### config.mk
export PLATFORM = sky130hd
export DESIGN_NAME = fetch_unit
export DESIGN_NICKNAME = d
export VERILOG_FILES = /design/src/rtl/fetch_unit.sv
export SDC_FILE = /design/constraint.sdc
export NUM_CORES = 1
export LEC_CHECK = 0
export CELL_PAD_IN_SITES_DETAIL_PLACEMENT = 2
export CELL_PAD_IN_SITES_GLOBAL_PLACEMENT = 2
export CORE_MARGIN = 2
export CORE_UTILIZATION = 23
export DETAILED_ROUTE_END_ITERATION = 8
export PLACE_DENSITY = 0.9
export SLEW_MARGIN = 25
export SYNTH_ARGS = -nofsm -noshare
export SYNTH_HDL_FRONTEND = slang
export SYNTH_SLANG_ARGS = --single-unit
### constraint.sdc
create_clock -name clk -period 3.9 [get_ports clk]
set_clock_uncertainty 0.1 [all_clocks]
set_input_delay 0.585 -clock clk [delete_from_list [all_inputs] [get_ports clk]]
set_output_delay 0.585 -clock clk [all_outputs]
set_load 0.02 [all_outputs]
### src/rtl/fetch_unit.sv
`default_nettype none
// ============================================================================
// Module   : fetch_unit
// Brief    : LC-3b IF front end - PC register, imem read handshake, next-PC mux
// Revision : 1.0
// ============================================================================
module fetch_unit #(
  parameter logic [15:0] RESET_PC = 16'h0000
) (
  input  logic        clk,
  input  logic        reset,
  input  logic        pc_run,
  input  logic [1:0]  pcmux_sel,
  input  logic [15:0] br_target,
  input  logic [15:0] jmp_target,
  input  logic [15:0] trap_vector,
  output logic [15:0] imem_address,
  output logic        imem_read,
  input  logic [15:0] imem_rdata,
  input  logic        imem_resp,
  output logic [15:0] inst_out,
  output logic        inst_valid,
  output logic [15:0] pc_out,
  output logic [15:0] pc_plus2,
  output logic [15:0] stall_cycles
);

  typedef enum logic [0:0] {
    FETCH = 1'b0,
    HOLD  = 1'b1
  } state_t;

  state_t      r_state;
  state_t      w_state_next;
  logic [15:0] r_pc;
  logic [15:0] r_inst;
  logic [15:0] r_stall;
  logic [15:0] w_pc_plus2;
  logic [15:0] w_sel_pc;
  logic [15:0] w_next_pc;
  logic        w_in_fetch;
  logic        w_in_hold;

  assign w_pc_plus2 = r_pc + 16'd2;

  always_comb begin
    w_sel_pc = w_pc_plus2;
    case (pcmux_sel)
      2'b00:   w_sel_pc = w_pc_plus2;
      2'b01:   w_sel_pc = br_target;
      2'b10:   w_sel_pc = jmp_target;
      2'b11:   w_sel_pc = trap_vector;
      default: w_sel_pc = w_pc_plus2;
    endcase
    // Instructions are word aligned; an odd target is silently rounded down.
    w_next_pc = {w_sel_pc[15:1], 1'b0};
  end

  always_ff @(posedge clk) begin
    if (reset) begin
      r_state <= FETCH;
    end else begin
      r_state <= w_state_next;
    end
  end

  always_comb begin
    w_state_next = r_state;
    w_in_fetch   = 1'b0;
    w_in_hold    = 1'b0;
    case (r_state)
      FETCH: begin
        w_in_fetch = 1'b1;
        if (imem_resp) w_state_next = HOLD;
      end
      HOLD: begin
        w_in_hold = 1'b1;
        if (pc_run) w_state_next = FETCH;
      end
      default: w_state_next = FETCH;
    endcase
  end

  always_ff @(posedge clk) begin
    if (reset) begin
      r_pc    <= RESET_PC;
      r_inst  <= 16'h0000;
      r_stall <= 16'h0000;
    end else begin
      if (w_in_fetch && imem_resp) r_inst <= imem_rdata;
      if (w_in_hold) begin
        if (pc_run) r_pc <= w_next_pc;
        else        r_stall <= r_stall + 16'd1;
      end
    end
  end

  // Request/valid are masked during reset so memory sees no request in that cycle.
  assign imem_read    = w_in_fetch && !reset;
  assign inst_valid   = w_in_hold && !reset;
  assign inst_out     = inst_valid ? r_inst : 16'h0000;
  assign imem_address = r_pc;
  assign pc_out       = r_pc;
  assign pc_plus2     = w_pc_plus2;
  assign stall_cycles = r_stall;

endmodule
`default_nettype wire

### Word level (Yosys, flattened, before mapping)

Index checks and enable logic that the tools add are counted.

* bitwise operators: 2
* shift operators: 0
* equal/unequal tests: 3
* multiplexer cells: 7
* reductions and logical operators: 7
* $add $sub $neg: 2
* $mul: 0
* div/mod/pow operators: 0
* magnitude comparators: 0

Operator list (number)
* one-hot mux 16 bit (4 select lines): 1
* adder 16 x 1 -> 16 bit (second input constant): 1
* adder 16 x 2 -> 16 bit (second input constant): 1
* 2-to-1 mux 16 bit: 1
* == test 2 bit (second input constant): 2
* 2-to-1 mux 1 bit: 4
* AND reduction 2 bit: 2
* logical AND 1 bit: 3
* == test 2 x 1 -> 1 bit (second input constant): 1
* zero test 2 bit: 1
* NOT 1 bit: 2
* one-hot mux 1 bit (2 select lines): 1
* zero test 1 bit: 1

* bits in latches: 0
* bits in writable memories: 0
* input port bits: 70
* bits in registers: 48
* memory bits (read-only): 0
* memories: 0
* logic and storage cells: 25

### Depth between registers and ports, before layout

* depth in word-level cells: 3
* depth in mapped cells: 6
* gate-level depth less buffers: 5

### Worst setup path after synthesis

Ideal clock, no wire load.

* path type: reg-to-output
* start: reg r_pc[1] (netlist: imem_address[1])
* end: out pc_plus2[15]
* path buffers: 0
* stages on the path, launching flop included: 6
* arrival: 2.015 ns
* data required time: 3.215 ns
* setup slack: 1.200 ns
* cell sequence: dfxtp_1 -> ha_1 -> nand3_4 -> or4_4 -> nor2_1 -> xor2_1

* cells in the longest elaborated chain, start to end: 1

RTL lines
* from (decl): RTL line 35 `logic [15:0] r_pc;`
* from (signal assigned): RTL line 92 `if (pc_run) r_pc <= w_next_pc;`
* adder 16 x 2 -> 16 bit: RTL line 44 `assign w_pc_plus2 = r_pc + 16'd2;`
* to (decl): RTL line 24 `output logic [15:0] pc_plus2,`

No other way between the ends.

### Final worst setup path

Same ends and word-level chain as after synthesis.

==> qor.yml <==
layout:
  seq_area_um2: 961
  diodes: 0
  drive_gt1_share_pct: 8.14
  multi_input_area_um2: 1720
  nNetsFinal: 551
  n_fill_cell: 1425
  area_growth_pct: 57.4
  final_cells: 651
  final_area_um2: 4610
worst_setup_path:
  arrival_ps: 2780
  end_kind: "output pin"
  critical_path_class: "reg2out"
  crit_fanout: 8
  cp.required_ps: 3210
  start_kind: "flip-flop"
place:
  place_congestion: 0.769
  placed_cell_area_um2: 4430
  io_buffers: 145
  dp.cells: 644
  hpwl_um: 8980
sta:
  worst_pin_slew_ps: 791
  finalCriticalPeriod_ps: 3470
  setup_violations: 0
  max_freq_mhz: 288
  hold-worst-slack_ps: 356
  drv_slew: 0
  slew_headroom_pct: 47.2
  rsz0062_at_grt: "false"
  fin_tns_setup_ps: 0
  min_period_over_period_pct: 88.9
  hold_viol: 0
die:
  fp.dieH_um: 117
  coreArea_um2: 12500
  rows: 41
  io_pins: 152
  die_x_um: 117
  die_area_um2: 13700
  start_util_pct: 23.4
grt:
  grt_pass1_vias: 3356
  grtUsageTotal_pct: 16.4
  grt_max_degree: 52
  grt_pass1_wl_um: 17600
  antenna_found_initial: 0
  grt_overflow_total: 0
cts:
  clock_path_buffers: 2
  cts-root-buf: "clkbuf_16"
  path_clk_slew_ps: 70
  clk_latency_ps: 280
  cts.repair.resized: 0
  cts_hold_buffers: 0
  post_cts_buffers: 0
  cts_max_level: 2
  cts-buffers-inserted: 5
  cts_tree: "yes"
  cts_sinks: 48
detailed_routing:
  detail-route-antenna-nets: 0
  vias: 3103
  wl_per_cell_um: 17.5
  wirelength_um: 11400
  vias_per_cell: 4.77
  drt-pass1-iter-count: 4
  drc: 0
  drt_iter0_drc: 111
logic_synthesis:
  seq_area_frac_synth_pct: 32.8
  synth_common_cells: "dfxtp_1 (48), nand2_1 (47), a21oi_1 (32)"
  synth_warnings: 0
  synthFlopType: "dfxtp_1"
  async_flop_share_pct: 0
  syn_inst: 359
  yosysTopAreaCellShare_pct: 32.8
  synth_top_area_cell: "dfxtp_1"
  synth_edf_count: 0
  yosysMostFrequentCell: "dfxtp_1"
  synth_area_leaders: "dfxtp_1 (33%), nand2_1 (6.0%), a21oi_1 (5.5%)"
  syn_area_um2: 2930
  ys_seq_elements: 48
  syn_area_per_cell_um2: 8.17
  ys_types: 51
flow_run:
  max_cap_viol_count: 0
power:
  power.density_nw_per_um2: 290
  peakVddDrop_mv: 0.200
  power.leakage_nw: 1.58
  p_total_w: 0.00134
run_status:
  status: "finished, final reports clean"
hold_path:
  hold_class: "reg2reg"
through the flow:
step	util, %	worst slack [ps]
after floorplan	-	1200
after global placement	35.4	768
after detailed placement	35.4	705
after CTS	36.9	392
after global routing	36.9	264
final	36.9	431
cells by family after synthesis:
family	Yosys count	share of synthesized area (%)
muxes	19	9.01
DFF	48	32.8
other	1	0.128
adders and majority gates	2	0.853
and+or+nand+nor	145	26.1
AOI/OAI and AO/OA	72	15.3
xor gates and xnor gates	24	7.17
buffers and inverters	48	8.66
cell type report:
cell class	instances	area share, %
clock buffer	5	2.71
clock inverter	2	1.30
inverter	6	0.488
multi-input combinational	265	37.4
sequential	48	20.8
tap	172	4.66
timing repair buffer	153	32.6
registers in the layout, summed over array words and instances (netlist names):
register / cells
r_inst: 16
stall_cycles: 16
imem_address: 15
r_state: 1
power breakdown:
group / switching (W) / internal, W / leakage [nW]
registers: 0.0000193 / 0.000507 / 0.390
logic: 0.000121 / 0.000142 / 1.10
clock network: 0.000187 / 0.000364 / 0.0899
total: 0.000327 / 0.00101 / 1.58
worst max-delay path, stage by stage (launching register included):
cell,delay [ps]
dfxtp_1,460
ha_1,340
nand3_4,160
or4_4,600
nor2_1,160
xor2_1,150
clkdlybuf4s50_1,620
layout by cell type (no fill, tap or decap), drive strengths merged, types with 3 or more instances in the layout:
master / count
a21oi: 32
a221oi: 3
a22o: 6
a22oi: 3
a31oi: 3
and2: 17
and3: 3
buf: 9
clkbuf: 5
clkdlybuf4s50: 144
conb: 3
dfxtp: 48
inv: 6
mux2: 9
mux2i: 5
mux4: 5
nand2: 47
nand2b: 3
nand3: 11
nand4: 9
nor2: 23
nor2b: 5
nor3: 3
nor4: 5
o21ai: 9
o31ai: 5
or3: 4
or4: 5
xnor2: 15
xor2: 9
final timing paths:
check,from,end,slack (ps),cells after the start
max,imem_address[1],pc_plus2[15],430,6
min,r_inst[3],r_inst[3],360,2
max reg2reg,imem_address[1],imem_address[15],1520,5
min reg2reg,r_inst[3],r_inst[3],360,2
layer usage:
layer | routed length, um | vias up | global-route usage, %
li1 | - | 1481 | -
met1 | 4740 | 1537 | 18.9
met2 | 6020 | 81 | 31.6
met3 | 574 | 4 | 3.45
met4 | 65 | 0 | 2.27
met5 | 0 | - | 0
Note: power is estimated with default switching activity, not from simulation.
